**config.mk**
```make
export PLATFORM = sky130hd
export DESIGN_NAME = dest_hazard_scoreboard
export DESIGN_NICKNAME = d
export VERILOG_FILES = /design/src/rtl/dest_hazard_scoreboard_pkg.sv /design/src/rtl/dest_hazard_scoreboard_sb_match.sv /design/src/rtl/dest_hazard_scoreboard.sv
export SDC_FILE = /design/constraint.sdc
export NUM_CORES = 1
export LEC_CHECK = 0
export CAP_MARGIN = 20
export CORE_MARGIN = 10
export CORE_UTILIZATION = 52
export CTS_CLUSTER_SIZE = 14
export DETAILED_ROUTE_END_ITERATION = 8
export HOLD_SLACK_MARGIN = 0.12
export PLACE_DENSITY = 0.84
export SYNTH_ARGS = -nofsm -noshare
export SYNTH_HDL_FRONTEND = slang
export SYNTH_HIERARCHICAL = 1
export SYNTH_SLANG_ARGS = --single-unit
export TNS_END_PERCENT = 10
```
**constraint.sdc**
```tcl
create_clock -name clk -period 3.38 [get_ports clk]
set_input_delay 1.014 -clock clk [delete_from_list [all_inputs] [get_ports clk]]
set_output_delay 1.014 -clock clk [all_outputs]
set_load 0.05 [all_outputs]
```
**src/rtl/dest_hazard_scoreboard_pkg.sv**
```systemverilog
// Shared types and constants for the destination-register hazard scoreboard.
// An entry describes one in-flight instruction's pending register write.
package dest_hazard_scoreboard_pkg;

    localparam int REG_W    = 3;
    localparam int NUM_REGS = 8;

    localparam int STG_EX  = 0;
    localparam int STG_MEM = 1;
    localparam int STG_WB  = 2;

    typedef struct packed {
        logic             v;
        logic [REG_W-1:0] rd;
        logic             ld;
    } sb_entry_t;

endpackage

```
**src/rtl/dest_hazard_scoreboard_sb_match.sv**
```systemverilog
// Compares one source register against the tracked in-flight destinations.
// Stages at or beyond LIM are ignored; with FWD only a load sitting in EX can hit.
module sb_match
    import dest_hazard_scoreboard_pkg::*;
#(
    parameter int DEPTH = 3,
    parameter int LIM   = 2,
    parameter int FWD   = 0
) (
    input  sb_entry_t [DEPTH-1:0] stages_i,
    input  logic [REG_W-1:0]      src_i,
    output logic                  hit_o
);

    always_comb begin
        hit_o = 1'b0;
        if (FWD != 0) begin
            hit_o = stages_i[STG_EX].v & stages_i[STG_EX].ld & (stages_i[STG_EX].rd == src_i);
        end else begin
            for (int i = 0; i < LIM; i++) begin
                if (stages_i[i].v && (stages_i[i].rd == src_i)) begin
                    hit_o = 1'b1;
                end
            end
        end
    end

endmodule

```
**src/rtl/dest_hazard_scoreboard.sv**
```systemverilog
// Tracks decoded destination registers through EX..WB and raises a zero-latency
// stall when the decoding instruction reads a register still pending a write.
module dest_hazard_scoreboard
    import dest_hazard_scoreboard_pkg::*;
#(
    parameter int DEPTH     = 3,
    parameter int RF_BYPASS = 1,
    parameter int FWD       = 0,
    parameter int CNT_W     = 16
) (
    input  logic                 clk,
    input  logic                 rst,
    input  logic                 id_valid,
    input  logic                 id_wr_en,
    input  logic [REG_W-1:0]     id_rd,
    input  logic                 id_is_load,
    input  logic [REG_W-1:0]     id_rs,
    input  logic                 id_rs_used,
    input  logic [REG_W-1:0]     id_rt,
    input  logic                 id_rt_used,
    input  logic                 flush,
    output logic                 stall,
    output logic [NUM_REGS-1:0]  busy_mask,
    output logic [CNT_W-1:0]     stall_count
);

    // With a write-through register file the WB entry is already visible to decode.
    localparam int LIM = (RF_BYPASS != 0) ? DEPTH - 1 : DEPTH;

    sb_entry_t [DEPTH-1:0] stg_q, stg_d;
    logic [CNT_W-1:0]      cnt_q, cnt_d;
    logic                  rs_hit, rt_hit;

    sb_match #(.DEPTH(DEPTH), .LIM(LIM), .FWD(FWD)) u_rs_match (
        .stages_i (stg_q),
        .src_i    (id_rs),
        .hit_o    (rs_hit)
    );

    sb_match #(.DEPTH(DEPTH), .LIM(LIM), .FWD(FWD)) u_rt_match (
        .stages_i (stg_q),
        .src_i    (id_rt),
        .hit_o    (rt_hit)
    );

    // Decode hands an instruction to EX on an edge where id_valid & ~stall & ~flush;
    // otherwise a bubble enters EX and decode must hold the same instruction.
    assign stall = id_valid & ((id_rs_used & rs_hit) | (id_rt_used & rt_hit)) & ~flush;

    always_comb begin
        stg_d = stg_q;
        for (int i = 1; i < DEPTH; i++) begin
            stg_d[i] = stg_q[i-1];
            // A redirect kills everything younger than the instruction now entering WB.
            if (flush && (i < DEPTH - 1)) begin
                stg_d[i].v = 1'b0;
            end
        end
        if (flush || stall) begin
            stg_d[0] = '0;
        end else begin
            stg_d[0].v  = id_valid & id_wr_en;
            stg_d[0].rd = id_rd;
            stg_d[0].ld = id_is_load & id_wr_en;
        end
    end

    always_comb begin
        cnt_d = cnt_q;
        if (stall && (cnt_q != {CNT_W{1'b1}})) begin
            cnt_d = cnt_q + CNT_W'(1);
        end
    end

    always_comb begin
        busy_mask = '0;
        for (int i = 0; i < DEPTH; i++) begin
            if (stg_q[i].v) begin
                busy_mask[stg_q[i].rd] = 1'b1;
            end
        end
    end

    always_ff @(posedge clk or posedge rst) begin
        if (rst) begin
            stg_q <= '0;
            cnt_q <= '0;
        end else begin
            stg_q <= stg_d;
            cnt_q <= cnt_d;
        end
    end

    assign stall_count = cnt_q;

endmodule
```
==> results.sh, run 1 <==
export IMPL_synthToLayoutAreaGrowth_pct=30.4
export IMPL_fmax_mhz=311
export IMPL_num_antenna_cells=0
export IMPL_slowest_delay_ns=0.27
export IMPL_syn_area_per_cell_um2=10.6
export IMPL_finish_instance_area_um2=2050
export IMPL_skew_ns=0.0155
export IMPL_routedWlPerCell_um=16.2
export IMPL_drt_wl_total_mm=3.64
export IMPL_syn_num_nets=166
export IMPL_min_period_ns=3.21
export IMPL_hold_class="reg2reg"
export IMPL_fin_nets=213
export IMPL_place_area_um2=2030
export IMPL_peakVddDrop_uv=252
export IMPL_drv_cap=0
export IMPL_cts_max_level=1
export IMPL_clock_power_share=0.216
export IMPL_dp_slack_ns=-0.0420
export IMPL_vias_per_cell=5.73
export IMPL_crit_chain="dlygate4sd2_1 -> xnor2_1 -> nand4_1 -> nand2_1 -> a22o_1 -> nand2b_4 -> inv_1 -> buf_12"
export IMPL_syn_cell_area_um2=1570
export IMPL_cts_root_buf="clkbuf_4"
export IMPL_worstPathRequired_ns=2.37
export IMPL_clk_pin_slew_ns=0.14
export IMPL_setup_viol=0
export IMPL_grt_ovfl_total=0
export IMPL_core_area_um2=2830
export IMPL_cellLeakagePower_uw=0.000952
export IMPL_syn_inst=148
export IMPL_power_density_nw_per_um2=295
export IMPL_drv_slew=0
export IMPL_r2r_cells=8
export IMPL_r2r_slack_ns=1.31
export IMPL_switchingPower_uw=169
export IMPL_antenna_found_initial=0
export IMPL_seq_power_share=0.610
export IMPL_cts_buffers=3
export IMPL_cts_tree="yes"
export IMPL_layout_drive_gt1_share=0.0984
export IMPL_vias=1284
export IMPL_dpl_hpwl_mm=2.86
export IMPL_postCtsSetupBuffers=0
export IMPL_cts_hold_buf=0
export IMPL_slew_headroom=0.662
export IMPL_cp_max_fo=2
export IMPL_grt_total_usage=0.139
export IMPL_rsz0062_at_grt="false"
export IMPL_switching_share=0.278
export IMPL_status="complete, no violations"
export IMPL_endpoint_kind="primary output"
export IMPL_clk_latency_ns=0.32
export IMPL_p_total_uw=607
export IMPL_die_w_um=75.0
export IMPL_gp_congestion=0.814
export IMPL_num_io_pins=42
export IMPL_worstSetupPathType="in2out"
export IMPL_cts_path_max_buffers=2
export IMPL_fp_dieArea_um2=5630
export IMPL_p_int_uw=438
export IMPL_grt_pass1_vias=1268
export IMPL_grt_max_degree=29
export IMPL_yosysWarnings=6
export IMPL_whs_path_depth=1
export IMPL_initialDrtViolationCount=115
export IMPL_grt_pass1_wl_mm=6.17
export IMPL_crit_path_start_kind="primary input"
export IMPL_io_buffers=40
export IMPL_setup_ws_ns=0.167
export IMPL_start_util=0.556
export IMPL_arrival_ns=2.20
export IMPL_rows=19
export IMPL_route_detailed_drc=0
export IMPL_hold_viol_final=0
export IMPL_nFillCells=218
export IMPL_die_h_um=75.0
export IMPL_worst_pin_slew_ns=0.506
export IMPL_clock_sinks=28
export IMPL_p_comb_frac=0.175
export IMPL_finalCritPeriodShare=0.951
export IMPL_cp_slowest_cell="dlygate4sd2_1"
export IMPL_tns_ns=0
export IMPL_ant_nets=0
export IMPL_dr_pass1_iters=5
## power groups by stage
stage                     combinational (µW)  sequential (µW)  clock [µW]
final                                    106              370         131
after floorplan                         46.5              389           0
after global placement                   107              375           0
after detailed placement                 109              376           0
after global routing                     115              373         150
after CTS                                108              370         136
## metrics by stage
step | util | std cells | hold slack [ns]
after floorplan | - | 148 | 0.463
after global placement | 0.719 | 221 | 0.484
after detailed placement | 0.719 | 221 | 0.486
after CTS | 0.725 | 224 | 0.510
after global routing | 0.726 | 224 | 0.521
final | 0.726 | 224 | 0.507
## cells in the final DEF, fill, tap and decap left out, types with 2 or more instances in the layout
cell type	instances
nor2b_1	8
nand4b_1	2
nand3_1	15
a32oi_1	2
inv_1	2
and2_1	4
nand2b_4	2
clkbuf_4	3
dfrtp_1	28
clkdlybuf4s50_1	33
nor3_1	3
nand2_1	12
dlygate4sd2_1	5
nor2_1	4
nand4_2	2
xor2_1	9
nor4_1	2
xnor2_1	17
buf_4	3
nand3b_1	2
and3_1	4
nand4_1	12
## layout make-up
cell class	count	area [µm²]	share of cell area
multi-input cells	117	855	0.416
clock buffers	3	22.5	0.0110
repair buffers	43	429	0.209
well taps	31	38.8	0.0189
inverters	2	7.51	0.00366
flip-flops and latches	28	701	0.341
## per-layer routing
metal / GRT usage / part of all wire / up-vias
li1: - / - / 627
met1: 0.182 / 0.43 / 612
met2: 0.213 / 0.48 / 39
met3: 0.0407 / 0.073 / 6
met4: 0.0441 / 0.013 / 0
met5: 0 / 0 / -
## state kept, by name (all words and copies together) (netlist names)
| signal | count |
|---|---|
| stg_d | 7 |
| stall_count | 16 |
| stg_q | 5 |
## final timing paths
check / end / start
setup / recovery: stall / id_rs[1]
hold / removal: stall_count[15] / stall_count[15]
setup reg to reg: stall_count[12] / stg_d[8]
hold reg to reg: stall_count[15] / stall_count[15]
max in group asynchronous: stg_q[12] / rst
min in group asynchronous: stall_count[11] / rst
## what timing repair did
item,4_1_cts,5_1_grt
endpoints found under the setup margin,1,1
resized for setup,5,1
pin swaps,1,1
cloned,0,0
## critical path, delay by kind of cell
kind                   cells  cell delay (ns)
buffers and inverters      3             0.50
XOR/XNOR                   1             0.17
AO/OA/AOI/OAI              1             0.21
AND/OR/NAND/NOR            3             0.29
No activity file was read; power rests on OpenSTA's default activity.
==> inputs of run 2 (changes only) <==
CORE_MARGIN = unset   (was 10)
==> run 2 against run 1 <==
The flow now finishes with violations (DRC). Sequential share of layout area decreased by 0.37 points. Clock-buffer cell count unchanged. Cell area grew 1.1%. Global-route usage increased by 10 points. Utilization is 1.4 points higher. Non-clock buffer count rose by 1. First-iteration DRC count decreased by 30%. Sequential cell count unchanged. Routed wire length fell by 3.2%. Clock skew fell by 0.0064 ns. Maximum frequency rose by 1.3%. Register-to-register slack worse by 0.08 ns. Critical endpoint is now busy_mask[6]. Highest routed layer unchanged.
==> results.sh, run 2 (synthesis gave the netlist of run 1 again) <==
export IMPL_fin_nets=214
export IMPL_arrival_ns=2.16
export IMPL_final_util=0.740
export IMPL_nFillCells=202
export IMPL_peakVddDrop_uv=268
export IMPL_cp_max_fo=8
export IMPL_die_h_um=57.0
export IMPL_layout_common_cells="clkdlybuf4s50_1 (33), dfrtp_1 (28), xnor2_1 (17)"
export IMPL_fmax_mhz=315
export IMPL_vias_per_cell=5.78
export IMPL_min_period_ns=3.17
export IMPL_status="finished with violations"
export IMPL_setup_viol=0
export IMPL_clock_sinks=28
export IMPL_largest_register_ffs=16
export IMPL_hold_viol_final=0
export IMPL_cts_root_buf="clkbuf_4"
export IMPL_antenna_found_initial=0
export IMPL_gp_congestion=0.955
export IMPL_whs_ns=0.520
export IMPL_slew_headroom=0.648
export IMPL_die_w_um=57.0
export IMPL_hold_class="reg2reg"
export IMPL_power_density_nw_per_um2=294
export IMPL_routedWlPerCell_um=15.6
export IMPL_drv_slew=0
export IMPL_rows=19
export IMPL_worst_pin_slew_ns=0.526
export IMPL_drt_wl_total_mm=3.52
export IMPL_dpl_hpwl_mm=2.68
export IMPL_skew_ns=0.00906
export IMPL_grt_pass1_vias=1316
export IMPL_io_buffers=40
export IMPL_cts_tree="yes"
export IMPL_cellLeakagePower_uw=0.000989
export IMPL_route_detailed_drc=4
export IMPL_cts_max_level=1
export IMPL_vias=1301
export IMPL_mostFrequentLayoutCell="clkdlybuf4s50_1"
export IMPL_core_area_um2=2810
export IMPL_finalCritPeriodShare=0.938
export IMPL_crit_path_start_kind="flip-flop"
export IMPL_num_antenna_cells=0
export IMPL_worstSetupPathType="reg2out"
export IMPL_initialDrtViolationCount=81
export IMPL_clk_pin_slew_ns=0.14
export IMPL_grt_max_degree=29
export IMPL_grt_pass1_wl_mm=6.10
export IMPL_dr_pass1_iters=6
export IMPL_start_util=0.561
export IMPL_synthToLayoutAreaGrowth_pct=31.9
export IMPL_ant_nets=0
export IMPL_failed_checks="DRC"
export IMPL_grt_ovfl_total=0
export IMPL_rsz0062_at_grt="false"
export IMPL_fp_dieArea_um2=3250
export IMPL_num_io_pins=42
export IMPL_worstPathRequired_ns=2.37
export IMPL_grt_total_usage=0.238
export IMPL_clk_latency_ns=0.32
export IMPL_endpoint_kind="primary output"
export IMPL_layout_drive_gt1_share=0.103
export IMPL_drv_cap=0
export IMPL_cts_buffers=3
export IMPL_cts_path_max_buffers=2
-- run 2: cell types whose count changed in the layout (fill, tap and decap cells not counted) --
| cell | before | now |
|---|---|---|
| dlymetal6s2s_1 | 1 | 5 |
| dlygate4sd2_1 | 5 | 1 |
| buf_4 | 3 | 4 |
-- run 2: layout make-up --
| cell class | count | area [µm²] | area share |
|---|---|---|---|
| tap | 31 | 38.8 | 0.0187 |
| clock buffer | 3 | 22.5 | 0.0108 |
| timing repair buffer | 44 | 452 | 0.218 |
| sequential | 28 | 701 | 0.338 |
| multi-input combinational | 117 | 855 | 0.412 |
| inverter | 2 | 7.51 | 0.00362 |
-- run 2: final timing paths --
kind | from | to | slack [ns] | cells past startpoint
min | stall_count[14] | stall_count[14] | 0.52 | 1
min in group asynchronous | rst | stall_count[9] | 1.04 | 3
max reg2reg | stg_d[8] | stall_count[4] | 1.23 | 8
max | stg_q[4] | busy_mask[6] | 0.21 | 4
max in group asynchronous | rst | stg_q[12] | 2.07 | 3
min reg2reg | stall_count[14] | stall_count[14] | 0.52 | 1
-- run 2: metrics by stage --
step | TNS (ns) | worst slack [ns] | area (µm²) | cells | total power (µW)
floorplan | 0 | 0.359 | 1570 | 148 | 435
global placement | 0 | 0.0205 | 2030 | 221 | 480
detailed placement | -0.0367 | -0.0367 | 2030 | 221 | 485
CTS | 0 | 0.00717 | 2060 | 225 | 612
global route | 0 | 0.0367 | 2080 | 225 | 641
finish | 0 | 0.208 | 2080 | 225 | 610
-- run 2: metal layers --
| metal | up-vias | GRT usage | part of all wire |
|---|---|---|---|
| met5 | - | 0 | 0 |
| met4 | 0 | 0.0383 | 0.0048 |
| met3 | 2 | 0.0295 | 0.053 |
| met2 | 52 | 0.422 | 0.51 |
| met1 | 616 | 0.321 | 0.43 |
| li1 | 631 | - | - |
-- run 2: report_power, final --
group / switching (µW) / total (µW) / internal [µW]
Combinational: 57.8 / 109 / 50.8
Sequential: 22.5 / 370 / 347
Clock: 90.2 / 132 / 41.6
-- run 2: what timing repair did --
action | 4_1_cts | 5_1_grt
setup endpoints to repair | 1 | 1
setup buffers | 1 | 0
cloned | 0 | 0
resized for setup | 1 | 5
pin swaps | 1 | 3
hold buffers | 0 | 0
-- run 2: worst max-delay path, cell delays in order, from the launching register on --
cell and delay [ns]:
dfrtp_1 0.52, nor2b_1 0.31, nand3_1 0.12, nand3_1 0.10, clkdlybuf4s50_1 0.80
